### src/rtl/usb_tx.sv
// Full-speed USB transmitter: SYNC, PID, payload, optional CRC16, bit stuffing,
// NRZI line coding and EOP, one bit every 4 clocks of the 48 MHz core clock.
module usb_tx (
  input  logic       clk_48,
  input  logic       rst,
  input  logic       tx_start,
  input  logic [3:0] tx_pid,
  input  logic       tx_crc16,
  input  logic [7:0] tx_data,
  input  logic       tx_valid,
  output logic       tx_ready,
  output logic       tx_busy,
  output logic       tx_en,
  output logic       dp_out,
  output logic       dn_out
);

  typedef enum logic [2:0] {
    IDLE    = 3'd0,
    SYNC    = 3'd1,
    PID     = 3'd2,
    DATA    = 3'd3,
    CRC     = 3'd4,
    EOP_SE0 = 3'd5,
    EOP_J   = 3'd6
  } state_t;

  state_t      r_state;
  logic [1:0]  r_timer;
  logic [3:0]  r_bitcnt;
  logic [2:0]  r_ones;
  logic [7:0]  r_shift;
  logic [3:0]  r_pid;
  logic        r_crc_en;
  logic [15:0] r_crc;
  logic        r_dp;
  logic        r_dn;
  logic        r_en;
  logic        r_busy;
  logic        r_ready;

  logic        w_start;
  logic        w_byte_end;
  logic        w_payload;
  logic        w_to_eop;
  logic        w_crc_upd;
  logic        w_bit;
  logic [3:0]  w_idx;
  logic [7:0]  w_pid_byte;

  // Reflected form of x^16+x^15+x^2+1, fed LSB-first.
  function automatic logic [15:0] crc16_step(input logic [15:0] crc, input logic b);
    logic fb;
    fb = crc[0] ^ b;
    crc16_step = {1'b0, crc[15:1]} ^ (fb ? 16'hA001 : 16'h0000);
  endfunction

  assign w_start    = tx_start && ((r_state == IDLE) || ((r_state == EOP_J) && (r_timer == 2'd3)));
  assign w_idx      = r_bitcnt + 4'd1;
  assign w_pid_byte = {~r_pid, r_pid};
  assign w_payload  = (r_state == PID) || (r_state == DATA);
  // A pending stuff bit (six ones) always precedes the end of the field.
  assign w_byte_end = (r_ones != 3'd6) && (r_bitcnt == ((r_state == CRC) ? 4'd15 : 4'd7));
  assign w_to_eop   = w_byte_end && ((r_state == CRC) || (w_payload && !tx_valid && !r_crc_en));
  assign w_crc_upd  = ((r_state == DATA) && (r_ones != 3'd6) && !w_byte_end)
                    || (w_payload && w_byte_end && tx_valid);

  // Next bit to place on the line at the coming bit boundary.
  always_comb begin
    w_bit = 1'b0;
    if (r_ones == 3'd6) begin
      w_bit = 1'b0;
    end else if (!w_byte_end) begin
      case (r_state)
        SYNC:    w_bit = (w_idx[2:0] == 3'd7);
        PID:     w_bit = w_pid_byte[w_idx[2:0]];
        DATA:    w_bit = r_shift[w_idx[2:0]];
        CRC:     w_bit = ~r_crc[w_idx];
        default: w_bit = 1'b0;
      endcase
    end else begin
      case (r_state)
        SYNC:      w_bit = r_pid[0];
        PID, DATA: w_bit = tx_valid ? tx_data[0] : ~r_crc[0];
        default:   w_bit = 1'b0;
      endcase
    end
  end

  // Packet sequencer, bit timer, stuffing, CRC and NRZI line drivers.
  always_ff @(posedge clk_48) begin
    if (rst) begin
      r_state  <= IDLE;
      r_timer  <= 2'd0;
      r_bitcnt <= 4'd0;
      r_ones   <= 3'd0;
      r_shift  <= 8'd0;
      r_pid    <= 4'd0;
      r_crc_en <= 1'b0;
      r_crc    <= 16'hFFFF;
      r_dp     <= 1'b1;
      r_dn     <= 1'b0;
      r_en     <= 1'b0;
      r_busy   <= 1'b0;
      r_ready  <= 1'b0;
    end else if (w_start) begin
      // First SYNC bit is a 0, so the line goes straight from J to K.
      r_state  <= SYNC;
      r_timer  <= 2'd0;
      r_bitcnt <= 4'd0;
      r_ones   <= 3'd0;
      r_pid    <= tx_pid;
      r_crc_en <= tx_crc16;
      r_crc    <= 16'hFFFF;
      r_dp     <= 1'b0;
      r_dn     <= 1'b1;
      r_en     <= 1'b1;
      r_busy   <= 1'b1;
      r_ready  <= 1'b0;
    end else begin
      r_timer <= (r_state == IDLE) ? 2'd0 : r_timer + 2'd1;
      r_ready <= (r_timer == 2'd2) && w_byte_end && w_payload;
      if (r_timer == 2'd3) begin
        case (r_state)
          SYNC, PID, DATA, CRC: begin
            if (w_to_eop) begin
              r_state  <= EOP_SE0;
              r_bitcnt <= 4'd0;
              r_dp     <= 1'b0;
              r_dn     <= 1'b0;
            end else begin
              r_dp   <= r_dp ^ ~w_bit;
              r_dn   <= r_dn ^ ~w_bit;
              r_ones <= w_bit ? r_ones + 3'd1 : 3'd0;
              if (w_crc_upd) r_crc <= crc16_step(r_crc, w_bit);
              // A stuff bit holds the field position.
              if (r_ones != 3'd6) begin
                if (!w_byte_end) begin
                  r_bitcnt <= r_bitcnt + 4'd1;
                end else begin
                  r_bitcnt <= 4'd0;
                  if (r_state == SYNC) begin
                    r_state <= PID;
                  end else if (tx_valid) begin
                    r_state <= DATA;
                    r_shift <= tx_data;
                  end else begin
                    r_state <= CRC;
                  end
                end
              end
            end
          end
          EOP_SE0: begin
            if (r_bitcnt == 4'd1) begin
              r_state <= EOP_J;
              r_dp    <= 1'b1;
              r_dn    <= 1'b0;
            end else begin
              r_bitcnt <= r_bitcnt + 4'd1;
            end
          end
          EOP_J: begin
            r_state <= IDLE;
            r_en    <= 1'b0;
            r_busy  <= 1'b0;
          end
          default: r_state <= IDLE;
        endcase
      end
    end
  end

  assign tx_ready = r_ready;
  assign tx_busy  = r_busy;
  assign tx_en    = r_en;
  assign dp_out   = r_dp;
  assign dn_out   = r_dn;

endmodule

### config.mk
export PLATFORM = sky130hd
export DESIGN_NAME = usb_tx
export DESIGN_NICKNAME = d
export VERILOG_FILES = /design/src/rtl/usb_tx.sv
export SDC_FILE = /design/constraint.sdc
export NUM_CORES = 1
export LEC_CHECK = 0
export BUFFER_PORTS_ARGS = -buffer_cell sky130_fd_sc_hd__buf_2
export CAP_MARGIN = 5
export CELL_PAD_IN_SITES_DETAIL_PLACEMENT = 0
export CELL_PAD_IN_SITES_GLOBAL_PLACEMENT = 1
export CORE_MARGIN = 2
export CORE_UTILIZATION = 46
export CTS_CLUSTER_SIZE = 30
export DETAILED_ROUTE_END_ITERATION = 8
export GPL_ROUTABILITY_DRIVEN = 0
export MAX_ROUTING_LAYER = met4
export PLACE_DENSITY = 0.85
export SYNTH_ARGS = -nofsm -noshare
export SYNTH_HDL_FRONTEND = slang
export SYNTH_SLANG_ARGS = --single-unit
### constraint.sdc
create_clock -name clk_48 -period 4.1 [get_ports clk_48]
set_input_delay 0.82 -clock clk_48 [delete_from_list [all_inputs] [get_ports clk_48]]
set_output_delay 0.82 -clock clk_48 [all_outputs]
set_load 0.01 [all_outputs]
Word-level counts from Yosys, hierarchy flattened
Index checks and enable logic that the tools add are counted.
{ "word_totals": {"regBits": 45, "output_inout_bits": 5, "in_bits": 17} }
{ "op_classes": {"muxes": 41, "reduce_logical": 36, "n_bitwise": 11, "n_lt_le_gt_ge": 2, "eq_ne": 20, "addsub": 3} }
{ "ops": {"columns": ["cell", "count"], "rows": [
  ["$mux W3", 7],
  ["$mux W4", 5],
  ["$mux W1", 19],
  ["$mux W16", 1],
  ["$reduce_and A4 Y1", 4],
  ["$xor A15 B16 Y16", 1],
  ["$eq A3 B3 Y1 const B", 5],
  ["$logic_and A1 B1 Y1", 12],
  ["$ne A3 B3 Y1 const B", 4],
  ["$ne A4 B4 Y1 const B", 2],
  ["$pmux W4 S2", 1],
  ["$reduce_and A8 Y1", 1],
  ["$bmux W1 S3", 2],
  ["$eq A3 B2 Y1 const B", 2],
  ["$not A1 Y1", 6],
  ["$pmux W1 S2", 3],
  ["$pmux W3 S2", 1],
  ["$reduce_and A3 Y1", 2],
  ["$reduce_bool A2 Y1", 3],
  ["$lt A4 B5 Y1 const B", 1],
  ["$add A4 B1 Y4 const B", 1],
  ["$bmux W1 S4", 1],
  ["$eq A2 B2 Y1 const B", 2],
  ["$eq A4 B1 Y1 const B", 1],
  ["17 further kinds", 26]
]} }

Logic depth before layout (Yosys ltp)
{ "depth": {"word_depth": 13, "depth_mapped": 12, "depth_no_buf": 10} }

Worst setup path before layout
Ideal clock, no wire load.
{ "synth_path": {"path_type": "register to register", "start": "register r_bitcnt[0]", "end": "register r_crc[0]", "required_time_ns": 4.026, "arrival_time_ns": 3.077, "path_stages_with_launch": 13, "path_buffers": 2, "setup_time_ns": 0.074, "setup_slack_ns": 0.949, "period_less_slack_ns": 3.151, "cell_sequence": "dfxtp_1 > buf_2 > inv_1 > ha_1 > buf_2 > mux4_2 > xnor2_1 > nor3b_1 > a311oi_2 > o221ai_2 > a211oi_1 > or4b_1 > a31oi_1"} }
{ "synth_between": {"elab_chain_cells": 10, "word_cells_on_any_way": 25, "cone_classes": "1 x add/sub; 2 x eq/ne; 10 x mux; 4 x bitwise; 8 x reduce/logical"} }
{ "synth_lines": {"columns": ["element", "line_no", "text"], "rows": [
  ["start: declaration", "30", "logic [3:0] r_bitcnt;"],
  ["start signal: assignment", "139", "r_bitcnt <= r_bitcnt + 4'd1;"],
  ["start signal: assignment", "160", "r_bitcnt <= r_bitcnt + 4'd1;"],
  ["$add A4 B1 Y4", "59", "assign w_idx = r_bitcnt + 4'd1;"],
  ["$bmux W1 S4", "78", "CRC: w_bit = ~r_crc[w_idx];"],
  ["$mux W1 (implied by the code)", "78", null],
  ["$not A1 Y1", "78", null],
  ["$pmux W1 S4", "74", "case (r_state)"],
  ["$mux W1", "73", "end else if (!w_byte_end) begin"],
  ["$mux W1", "71", "if (r_ones == 3'd6) begin"],
  ["$xor A1 B1 Y1", "54", "fb = crc[0] ^ b;"],
  ["$mux W16", "55", "crc16_step = {1'b0, crc[15:1]} ^ (fb ? 16'hA001 : 16'h0000);"],
  ["$xor A15 B16 Y16", "55", null],
  ["end signal: assignment", "135", "if (w_crc_upd) r_crc <= crc16_step(r_crc, w_bit);"],
  ["end: declaration", "35", "logic [15:0] r_crc;"]
]} }
Parallel ways exist; a longest one is shown, timed or not. The select of a mux whose other input is x is not followed.
A chain may end at the register's enable or synchronous reset.

Final worst setup path
{ "layout_path": {"start": "register r_bitcnt[0]", "end": "register r_ones[2]"} }
{ "layout_between": {"elab_chain_cells": 8, "word_cells_on_any_way": 18, "cone_classes": "1 x add/sub; 2 x eq/ne; 10 x mux; 2 x bitwise; 3 x reduce/logical"} }
{ "layout_lines": {"columns": ["element", "line_no", "text"], "rows": [
  ["$add A4 B1 Y4", "59", null],
  ["$bmux W1 S4", "78", null],
  ["$mux W1 (implied by the code)", "78", null],
  ["$not A1 Y1", "78", null],
  ["$pmux W1 S4", "74", null],
  ["$mux W1", "73", null],
  ["$mux W1", "71", null],
  ["$mux W3", "134", "r_ones <= w_bit ? r_ones + 3'd1 : 3'd0;"],
  ["end signal: assignment", "134", null],
  ["end: declaration", "31", "logic [2:0] r_ones;"]
]} }
Parallel ways exist; a longest one is shown, timed or not. The select of a mux whose other input is x is not followed.

==> flow_metrics.env <==
export IMPL_power_density_nw_per_um2=292
export IMPL_cts_root_buffer="clkbuf_8"
export IMPL_grt_total_usage_pct=18.1
export IMPL_drc=0
export IMPL_synth_ff_type="dfxtp_1"
export IMPL_overflow=0
export IMPL_core_area_um2=5170
export IMPL_endpoint_kind="flop"
export IMPL_whs_ns=0.474
export IMPL_ctsResizeCount=0
export IMPL_critPathSlowestCell="mux4_2"
export IMPL_antennaDiodeCount=0
export IMPL_io_buffers=21
export IMPL_grt_pass1_wl_um=8440
export IMPL_wl_met3_um=181
export IMPL_htreeDepth=2
export IMPL_max_freq_mhz=317
export IMPL_synth_async_reset_ratio_pct=0
export IMPL_clock_sinks=45
export IMPL_grt_pass1_vias=1763
export IMPL_routed_wl_met2_um=2240
export IMPL_slew_viol_final=0
export IMPL_crit_arrival_ns=3.39
export IMPL_post_synth_num_cell_types=51
export IMPL_syn_nets=295
export IMPL_regToRegStartpoint="r_bitcnt[0]$_SDFFE_PP0P_"
export IMPL_viasPerCell=5.48
export IMPL_layout_drive_gt1_share_pct=18.8
export IMPL_ctsHoldBuffers=0
export IMPL_slew_headroom_pct=51.0
export IMPL_cp_start_kind="flop"
export IMPL_cts_buffers=5
export IMPL_yosysMostFrequentCell="dfxtp_1"
export IMPL_synth_edf_count=0
export IMPL_start_util_pct=48.3
export IMPL_antenna_found_initial=0
export IMPL_final_period_utilization_pct=77.0
export IMPL_io_pins=22
export IMPL_finalHoldViolations=0
export IMPL_yosysTopAreaCell="dfxtp_1"
export IMPL_fillers=464
export IMPL_cp_startpoint="r_bitcnt[0]$_SDFFE_PP0P_"
export IMPL_synthCells=271
export IMPL_synth_area_um2=2500
export IMPL_endpoint="r_ones[2]$_SDFFE_PP0P_"
export IMPL_yosysWarningCount=0
export IMPL_fp_row_count=26
export IMPL_clock_path_buffers=2
export IMPL_p_leak_nw=1.09
export IMPL_critPathMaxFanout=8
export IMPL_rsz0062_at_grt="false"
export IMPL_cts_tree="yes"
export IMPL_die_w_um=77.7
export IMPL_required_ns=4.34
export IMPL_ant_nets=0
export IMPL_post_cts_buffers=0
export IMPL_via_count=1955
export IMPL_nets=310
export IMPL_vdd_ir_drop_max_mv=0.225
export IMPL_multi_input_area_um2=1470
export IMPL_setup_viol=0
export IMPL_hpwl_um=3520
export IMPL_synth_seq_cells=45
export IMPL_finClkSkew_ns=0.00693
export IMPL_drtIter0Drc=184
export IMPL_crit_path_cell_trace="inv_1 -> ha_1 -> mux4_2 -> xnor2_1 -> nor3b_1 -> a311oi_2 -> o221ai_2 -> nand2_1 -> or4_1 -> a21oi_1"
export IMPL_min_path_type="flop to flop"
export IMPL_area_growth_pct=9.16
export IMPL_r2r_slack_ns=0.94
export IMPL_reg2regPathDepth=10
export IMPL_path_class="flop to flop"
export IMPL_clock_latency_ns=0.31
export IMPL_die_area_um2=6040
export IMPL_max_cap_violations=0
export IMPL_firstDrtPassIters=4
export IMPL_avgSynthCellArea_um2=9.22
export IMPL_synthTopCellsByCount="45 x dfxtp_1, 34 x nand2_1, 28 x mux2i_1"
export IMPL_yosysSeqAreaShare_pct=36.0
export IMPL_seqCellArea_um2=901
export IMPL_worst_pin_slew_ns=0.730
export IMPL_wl_met1_um=2470
export IMPL_slowest_delay_ns=0.57
export IMPL_yosysTopAreaCellShare_pct=36.0
export IMPL_power_mw=0.796
export IMPL_r2r_end="r_ones[2]$_SDFFE_PP0P_"
export IMPL_fin_crit_ns=3.16
export IMPL_clkTransAtPathRegs_ns=0.09
export IMPL_status="finished, final reports clean"
export IMPL_wire_per_inst_um=13.8
export IMPL_finalSetupTns_ns=0
export IMPL_finalWirelength_um=4940
export IMPL_grt_max_degree=21
export IMPL_top_layer_used="met4"
export IMPL_synth_area_top_cells="dfxtp_1 36%, mux2i_1 11%, mux4_2 6.3%"
export IMPL_hold_depth=1
export IMPL_die_h_um=77.7
kinds of logic after synthesis:
family          count (synthesis)  synth area share (%)
simple gates                   95                  19.3
compound gates                 50                  13.4
flops                          45                  36.0
mux                            36                  18.0
buf+inv                        29                  5.51
xor+xnor                        9                  4.30
fa+ha+maj                       7                  3.50
per-stage QoR:
stage          instance area [µm²]  util [%]  instances  setup slack (ns)
2_1_floorplan                 2500         -        271             0.949
5_1_grt                       2730      52.8        357             0.609
6_report                      2730      52.8        357             0.945
4_1_cts                       2730      52.8        357             0.904
3_3_place_gp                  2640      51.0        349             0.972
3_5_place_dp                  2640      51.0        349             0.925
registers in the layout, summed over array words and instances (netlist names), 2 cells and up:
signal    flops
r_shift       8
r_ones        3
r_timer       2
r_bitcnt      4
r_crc        16
r_state       3
r_pid         4
per-layer routing:
layer  up-vias  GRT usage [%]
li1        990              -
met1       922           25.2
met2        39           26.6
met3         4           3.49
met4         0           5.36
met5         -              -
worst min path at each step:
stage,end,slack (ns),from
6_report,r_timer[0]$_SDFF_PP0_,0.47,r_timer[0]$_SDFF_PP0_
5_1_grt,r_timer[0]$_SDFF_PP0_,0.50,r_timer[0]$_SDFF_PP0_
4_1_cts,r_timer[0]$_SDFF_PP0_,0.47,r_timer[0]$_SDFF_PP0_
3_5_place_dp,r_timer[0]$_SDFF_PP0_,0.46,r_timer[0]$_SDFF_PP0_
3_3_place_gp,r_timer[0]$_SDFF_PP0_,0.45,r_timer[0]$_SDFF_PP0_
2_1_floorplan,r_timer[0]$_SDFF_PP0_,0.43,r_timer[0]$_SDFF_PP0_
power by group:
group          internal [mW]  leakage [nW]  switching [mW]
clock                  0.121        0.0445           0.165
combinational         0.0251         0.684          0.0330
sequential             0.444         0.365         0.00835
total                  0.590          1.09           0.206
layout by cell type, fill, tap and decap left out, types with 2 or more instances in the layout:
| cell | Yosys | layout |
|---|---|---|
| nand2_1 | 34 | 34 |
| nand3_1 | 6 | 6 |
| clkbuf_8 | 0 | 5 |
| ha_1 | 7 | 7 |
| a31oi_1 | 5 | 5 |
| xnor2_1 | 5 | 5 |
| or4_1 | 2 | 2 |
| buf_4 | 2 | 5 |
| a22oi_1 | 3 | 3 |
| a21o_1 | 2 | 2 |
| buf_2 | 5 | 21 |
| nor3_1 | 3 | 3 |
| and3_1 | 3 | 3 |
| nand2b_1 | 3 | 3 |
| mux2i_1 | 28 | 28 |
| a21oi_1 | 16 | 16 |
| nor2b_1 | 3 | 3 |
| xor2_2 | 2 | 2 |
| nor2_1 | 26 | 26 |
| a211oi_1 | 3 | 2 |
| dfxtp_1 | 45 | 45 |
| or3_1 | 6 | 6 |
| o21ai_0 | 8 | 8 |
| inv_1 | 11 | 11 |
| mux4_2 | 7 | 7 |
critical path, delay by kind of cell (launching register included):
| family | cells | cell delay (ns) |
|---|---|---|
| AOI/OAI and AO/OA | 3 | 0.56 |
| xor gates and xnor gates | 1 | 0.14 |
| adders and majority gates | 1 | 0.50 |
| buffers and inverters | 1 | 0.05 |
| DFF | 1 | 0.34 |
| muxes | 1 | 0.57 |
| and+or+nand+nor | 3 | 0.95 |
cell type report:
cell class              count  area share, %
multi-input cells         197           53.7
well taps                  70           3.21
clock inverters             3          0.779
inverters                  11           1.51
repair buffers             26           5.23
flip-flops and latches     45           33.0
clock buffers               5           2.52
(Power assumes the default switching activity.)
